[src/rtl/fifo_arb_pkg.sv]
// Shared types and helpers for the round-robin FIFO write-port arbiter.
package fifo_arb_pkg;

   // Arbiter FSM states: IDLE arbitrates, GRANT streams the owner's words.
   typedef enum logic {
      IDLE  = 1'b0,
      GRANT = 1'b1
   } arb_state_t;

   // Widest requester vector the helper below handles.
   localparam int MAX_NREQ = 8;

   // Burst counter width: must hold 0..MAXBURST.
   function automatic int cnt_w(input int maxburst);
      return $clog2(maxburst + 1);
   endfunction

   // One-hot winner: first requester at or after (ptr+1) mod nreq, wrapping.
   function automatic logic [MAX_NREQ-1:0] rr_next(input logic [MAX_NREQ-1:0] req,
                                                   input int unsigned ptr,
                                                   input int unsigned nreq);
      logic [MAX_NREQ-1:0] win;
      logic                found;
      int unsigned         idx;
      win   = '0;
      found = 1'b0;
      idx   = 0;
      for (int unsigned k = 1; k <= MAX_NREQ; k++) begin
         if (k <= nreq) begin
            idx = ptr + k;
            if (idx >= nreq) idx = idx - nreq;
            if (!found && req[idx]) begin
               win[idx] = 1'b1;
               found    = 1'b1;
            end
         end
      end
      return win;
   endfunction

endpackage

[src/rtl/rr_pick.sv]
// Combinational round-robin picker: rotate the request vector so the slot
// after ptr sits at bit 0, take the lowest set bit, then rotate the index back.
module rr_pick #(
   parameter int NREQ = 4,
   parameter int IW   = $clog2(NREQ)
) (
   input  logic [NREQ-1:0] i_req,
   input  logic [IW-1:0]   i_ptr,
   output logic [NREQ-1:0] o_onehot,
   output logic [IW-1:0]   o_idx,
   output logic            o_any
);

   logic [NREQ-1:0] w_rot;
   logic [IW-1:0]   w_pos;

   // Rotate right by (ptr+1): w_rot[i] is requester (ptr+1+i) mod NREQ.
   always_comb begin
      int j;
      j     = 0;
      w_rot = '0;
      for (int i = 0; i < NREQ; i++) begin
         j = i + int'(i_ptr) + 1;
         if (j >= NREQ) j = j - NREQ;
         w_rot[i] = i_req[j];
      end
   end

   // Priority-encode the rotated vector, lowest position wins.
   always_comb begin
      w_pos = '0;
      for (int i = NREQ - 1; i >= 0; i--) begin
         if (w_rot[i]) w_pos = IW'(i);
      end
   end

   // Rotate the winning position back into requester numbering.
   always_comb begin
      int s;
      s = int'(w_pos) + int'(i_ptr) + 1;
      if (s >= NREQ) s = s - NREQ;
      o_idx    = IW'(s);
      o_any    = |i_req;
      o_onehot = o_any ? (NREQ'(1) << o_idx) : '0;
   end

endmodule

[src/rtl/fifo_wr_arbiter.sv]
// Round-robin arbiter sharing the write side of the async FIFO among NREQ
// requesters. Owner gets up to MAXBURST words per grant; stalls on wfull.
// Handshake: a word of requester i is transferred in a cycle exactly when
// ack[i]=1 (which coincides with winc=1); req[i]/slice i must stay stable
// until that cycle, and may change every accepted cycle afterwards.
// busy mirrors the FSM state (1 = GRANT) for observation.
module fifo_wr_arbiter
   import fifo_arb_pkg::*;
#(
   parameter int NREQ     = 4,
   parameter int DSIZE    = 8,
   parameter int MAXBURST = 4
) (
   input  logic                  wclk,
   input  logic                  wrst_n,
   input  logic [NREQ-1:0]       req,
   input  logic [NREQ*DSIZE-1:0] req_data,
   input  logic                  wfull,
   output logic                  winc,
   output logic [DSIZE-1:0]      wdata,
   output logic [NREQ-1:0]       gnt,
   output logic [NREQ-1:0]       ack,
   output logic                  busy
);

   localparam int             IW      = $clog2(NREQ);
   localparam int             CW      = cnt_w(MAXBURST);
   localparam logic [CW-1:0]  LAST    = CW'(MAXBURST - 1);
   localparam logic [IW-1:0]  PTR_RST = IW'(NREQ - 1);

   arb_state_t     r_state;
   logic [NREQ-1:0] r_gnt;
   logic [IW-1:0]   r_owner;
   logic [IW-1:0]   r_ptr;
   logic [CW-1:0]   r_cnt;

   arb_state_t     w_state_nx;
   logic [NREQ-1:0] w_gnt_nx;
   logic [IW-1:0]   w_owner_nx;
   logic [IW-1:0]   w_ptr_nx;
   logic [CW-1:0]   w_cnt_nx;
   logic            w_release;

   logic [NREQ-1:0] w_pick_oh;
   logic [IW-1:0]   w_pick_idx;
   logic            w_pick_any;
   logic            w_own_req;
   logic            w_accept;
   logic            w_last;

   rr_pick #(
      .NREQ (NREQ),
      .IW   (IW)
   ) u_pick (
      .i_req    (req),
      .i_ptr    (r_ptr),
      .o_onehot (w_pick_oh),
      .o_idx    (w_pick_idx),
      .o_any    (w_pick_any)
   );

   assign w_own_req = req[r_owner];
   assign w_accept  = (r_state == GRANT) && w_own_req && !wfull;
   assign w_last    = (r_cnt == LAST);

   // Next-state: arbitrate in IDLE; in GRANT count words, release on last
   // word or when the owner drops its request, hold everything on wfull.
   always_comb begin
      w_state_nx = r_state;
      w_gnt_nx   = r_gnt;
      w_owner_nx = r_owner;
      w_ptr_nx   = r_ptr;
      w_cnt_nx   = r_cnt;
      w_release  = 1'b0;
      case (r_state)
         IDLE: begin
            if (w_pick_any) begin
               w_state_nx = GRANT;
               w_gnt_nx   = w_pick_oh;
               w_owner_nx = w_pick_idx;
               w_cnt_nx   = '0;
            end
         end
         GRANT: begin
            if (w_accept) begin
               if (w_last) w_release = 1'b1;
               else        w_cnt_nx  = r_cnt + CW'(1);
            end else if (!w_own_req) begin
               w_release = 1'b1;
            end
         end
         default: w_state_nx = IDLE;
      endcase
      if (w_release) begin
         w_state_nx = IDLE;
         w_gnt_nx   = '0;
         w_ptr_nx   = r_owner;
         w_cnt_nx   = '0;
      end
   end

   // State registers; reset leaves ptr at NREQ-1 so requester 0 wins first.
   always_ff @(posedge wclk) begin
      if (!wrst_n) begin
         r_state <= IDLE;
         r_gnt   <= '0;
         r_owner <= '0;
         r_ptr   <= PTR_RST;
         r_cnt   <= '0;
      end else begin
         r_state <= w_state_nx;
         r_gnt   <= w_gnt_nx;
         r_owner <= w_owner_nx;
         r_ptr   <= w_ptr_nx;
         r_cnt   <= w_cnt_nx;
      end
   end

   // Write strobes are gated by reset so a mid-burst reset never writes.
   assign winc  = w_accept && wrst_n;
   assign ack   = (w_accept && wrst_n) ? r_gnt : '0;
   assign wdata = (r_state == GRANT) ? req_data[int'(r_owner)*DSIZE +: DSIZE] : '0;
   assign gnt   = r_gnt;
   assign busy  = (r_state == GRANT);

endmodule

[config.mk]
export PLATFORM = sky130hd
export DESIGN_NAME = fifo_wr_arbiter
export DESIGN_NICKNAME = d
export VERILOG_FILES = /design/src/rtl/fifo_arb_pkg.sv /design/src/rtl/rr_pick.sv /design/src/rtl/fifo_wr_arbiter.sv
export SDC_FILE = /design/constraint.sdc
export NUM_CORES = 1
export LEC_CHECK = 0
export BUFFER_PORTS_ARGS = -buffer_cell sky130_fd_sc_hd__buf_4
export CORE_MARGIN = 2
export CORE_UTILIZATION = 35
export CTS_CLUSTER_DIAMETER = 60
export DETAILED_ROUTE_END_ITERATION = 16
export GPL_TIMING_DRIVEN = 0
export PLACE_DENSITY = 0.7
export SLEW_MARGIN = 20
export SYNTH_ARGS = -nofsm -noshare
export SYNTH_HDL_FRONTEND = slang
export SYNTH_HIERARCHICAL = 1
export SYNTH_SLANG_ARGS = --single-unit
export TNS_END_PERCENT = 20
[constraint.sdc]
create_clock -name wclk -period 2.4 [get_ports wclk]
set_clock_uncertainty 0.2 [all_clocks]
set_input_delay 0.24 -clock wclk [delete_from_list [all_inputs] [get_ports wclk]]
set_output_delay 0.24 -clock wclk [all_outputs]
set_load 0.01 [all_outputs]
==> flow_summary.yaml <==
run_status:
  status: "finished clean"
critical_path:
  crit_type: "flop to output port"
  endpoint_kind: "output port"
  start_kind: "flop"
  worst-path-buf-inv: 2
  crit_path_cell_trace: "mux4_2, buf_6, and3_1, and2_1, buf_4"
  cp.arrival_ns: 1.84
  reg2reg_from: "r_ptr[1]"
  required_ns: 1.96
  critPathMaxStageDelay_ns: 0.51
  r2r_cells: 11
  timing.rr.end: "gnt[1]"
  rrSetupSlack_ns: 0.12
  slowest_stage: "mux4_2"
  cp_max_fo: 9
  cpLargestDelayFamily: "multiplexers"
routing:
  ant_nets: 0
  wl_um: 3280
  drt_iter0_drc: 28
  drc: 0
  routedWlPerCell_um: 14.0
  dr.pass1.iters: 4
  vias_per_cell: 5.26
  num_vias: 1235
floorplanning:
  start_util_pct: 37.6
  die_w_um: 61.8
  ioPinCount: 57
  dieArea_mm2: 0.00381
  core_area_mm2: 0.00310
  die_h_um: 61.8
  rows: 20
placement:
  gp_congestion: 0.770
  dp_hpwl_um: 2580
  portBuffers: 56
  post-place-ws_ns: 0.0198
logic_synthesis:
  synth_cells: 126
  synth.distinct_cells: 39
  ys_seq_area_share_pct: 20.6
  ys_ff_latch: 12
  syn_nets: 169
  synthesis.area_mm2: 0.00117
  yosysWarnings: 6
  syn_area_per_cell_um2: 9.26
power_and_ir_drop:
  switching_power_w: 0.000344
  max-vdd-ir-drop_mv: 0.327
  p_seq_share_pct: 27.7
  power_density_mw_per_mm2: 524
  p_sw_share_pct: 37.1
  p_total_w: 0.000926
  internal-power_w: 0.000582
  leakagePower_nw: 0.786
  power_frac_clock_pct: 14.0
  pwr-share-comb_pct: 58.4
global_route:
  grt_pass1_vias: 1107
  grt_pass1_wl_um: 4770
  gr-usage-met1_pct: 19.7
  met2_usage_pct: 30.4
  busiest_layer: "met2"
  grt_overflow_total: 0
  antenna_found_initial: 0
  grt_max_degree: 11
  grt_usage_pct: 16.7
  grt_use_met3_pct: 3.73
timing:
  max_slew_margin_pct: 63.4
  period_minus_slack_ns: 2.28
  whs_ns: 0.175
  fin_ws_ns: 0.118
  post-route-period-util_pct: 95.1
  worst_slew_pin_slew_ns: 0.549
  finalHoldViolCount: 0
  setup_viol_count_final: 0
  rsz0062_at_grt: "true"
  max_freq_ghz: 0.438
  final_max_slew_viol_count: 0
final_layout:
  syn2layout_area_growth_pct: 51.4
  fillerInstances: 301
  num_antenna_cells: 0
  fin_nets: 236
  drive_gt1_share_pct: 50.3
  final_common_cell: "buf_4"
  mostFrequentLayoutCells: "buf_4 (61), and2_1 (12), inv_1 (10), dfxtp_1 (10), mux4_2 (9)"
hold_path:
  holdPathStages: 4
  holdCritStartpoint: "wfull"
  hold_end: "r_cnt[1]"
  hold_path_class: "primary input to flop"
clock_tree:
  cts_buffer_depth: 2
  worstSkewPairLatency_ns: 0.28
  clk_pin_slew_ns: 0.08
  cts_sinks: 12
  htreeDepth: 1
  cts_tree: "done"
  numCtsBuffers: 3
  cts-root-buf: "clkbuf_4"
job:
  drv_cap: 0
## cells by family (layout without fill, tap and decap cells)
logic type      count (synthesis)  in the layout  share of synthesized area [%]
xor+xnor                        1              1                          0.750
flops                          12             12                           20.6
mux                            17             17                           24.3
buf+inv                        17             82                           6.86
compound gates                 24             24                           17.7
simple gates                   51             51                           25.5
fa+ha+maj                       4              4                           4.29
## per-stage QoR
stage,std cells,utilization (%),instance area [µm²],TNS (ns)
after floorplan,126,-,1170,0
final,235,57.0,1770,0
after detailed placement,226,52.9,1640,0
after global placement,226,52.9,1640,0
after CTS,230,54.2,1680,0
after global routing,235,57.0,1770,-0.0681
## cell usage after synthesis
cell | instances | area [µm²]
a221oi_1 | 1 | 8.76
buf_6 | 2 | 22.5
clkbuf_1 | 3 | 11.3
and2_1 | 12 | 75.1
nand2_1 | 4 | 15.0
a211oi_2 | 3 | 37.5
a31o_1 | 1 | 8.76
mux4_2 | 9 | 203
ha_1 | 4 | 50.1
o21ai_1 | 1 | 5.00
and3b_1 | 2 | 17.5
a21oi_1 | 3 | 15.0
mux2i_1 | 7 | 70.1
a21o_1 | 1 | 7.51
nor3b_2 | 1 | 12.5
a311o_1 | 3 | 30.0
inv_1 | 10 | 37.5
o211ai_1 | 1 | 7.51
nor3b_1 | 2 | 15.0
a2bb2oi_1 | 1 | 8.76
nor2b_1 | 5 | 31.3
and3_1 | 1 | 6.26
nand2b_1 | 3 | 18.8
a31oi_1 | 1 | 6.26
a211oi_1 | 1 | 7.51
nor3_1 | 8 | 40.0
nor2_1 | 8 | 30.0
a21oi_4 | 1 | 16.3
and4_4 | 1 | 11.3
nand4_1 | 4 | 25.0
xor2_1 | 1 | 8.76
o21ai_2 | 3 | 26.3
buf_2 | 1 | 5.00
o221ai_1 | 1 | 8.76
mux2_1 | 1 | 11.3
o31ai_1 | 1 | 7.51
inv_2 | 1 | 3.75
o21ai_0 | 1 | 5.00
dfxtp_1 | 12 | 240
## how the worst max path moves through the flow
stage                     startpoint     end  slack (ns)  cells after the start
after floorplan             r_ptr[1]  gnt[2]        0.26                     11
after global placement      r_ptr[1]  gnt[2]        0.06                     11
after detailed placement    r_ptr[1]  gnt[2]        0.02                     11
after CTS                   r_ptr[1]  gnt[2]        0.03                     11
after global routing        r_ptr[1]  gnt[1]       -0.04                     11
final                     r_owner[0]  ack[3]        0.12                      5
## registers in the layout, indices dropped and copies added (netlist names)
signal	flops
r_owner	2
gnt	4
r_ptr	2
busy	1
r_cnt	3
## power by group through the flow
stage	registers, W	logic (W)	clock network, W
final	0.000256	0.000540	0.000130
after global routing	0.000260	0.000595	0.000136
after floorplan	0.000259	0.000320	0
after detailed placement	0.000260	0.000487	0
after global placement	0.000257	0.000476	0
after CTS	0.000255	0.000494	0.000127
## tightest hold or removal path, cell delays in order
cell and delay [ns]:
buf_4 0.09, nor2b_1 0.10, nand4_1 0.12, a211oi_2 0.06
## timing repair
action / CTS / global route
hold endpoints to repair: 2 / 0
hold buffers: 1 / 0
gates resized for setup: 1 / 11
buffers inserted: 0 / 5
pin swaps: 0 / 7
endpoints found under the setup margin: 1 / 9
## layer usage
metal,wire (µm),up-vias
li1,-,599
met1,1290,572
met2,1580,60
met3,382,4
met4,30,0
met5,0,-
## cell type report
cell class / instances / area (µm²) / share of cell area, %
Tap cell: 44 / 55.1 / 3.11
Buffer: 6 / 38.8 / 2.19
Timing Repair Buffer: 62 / 468 / 26.5
Sequential cell: 12 / 243 / 13.7
Multi-Input combinational cell: 97 / 900 / 50.9
Clock buffer: 3 / 22.5 / 1.27
Inverter: 11 / 41.3 / 2.34
Power figures use the tool's default switching activity.
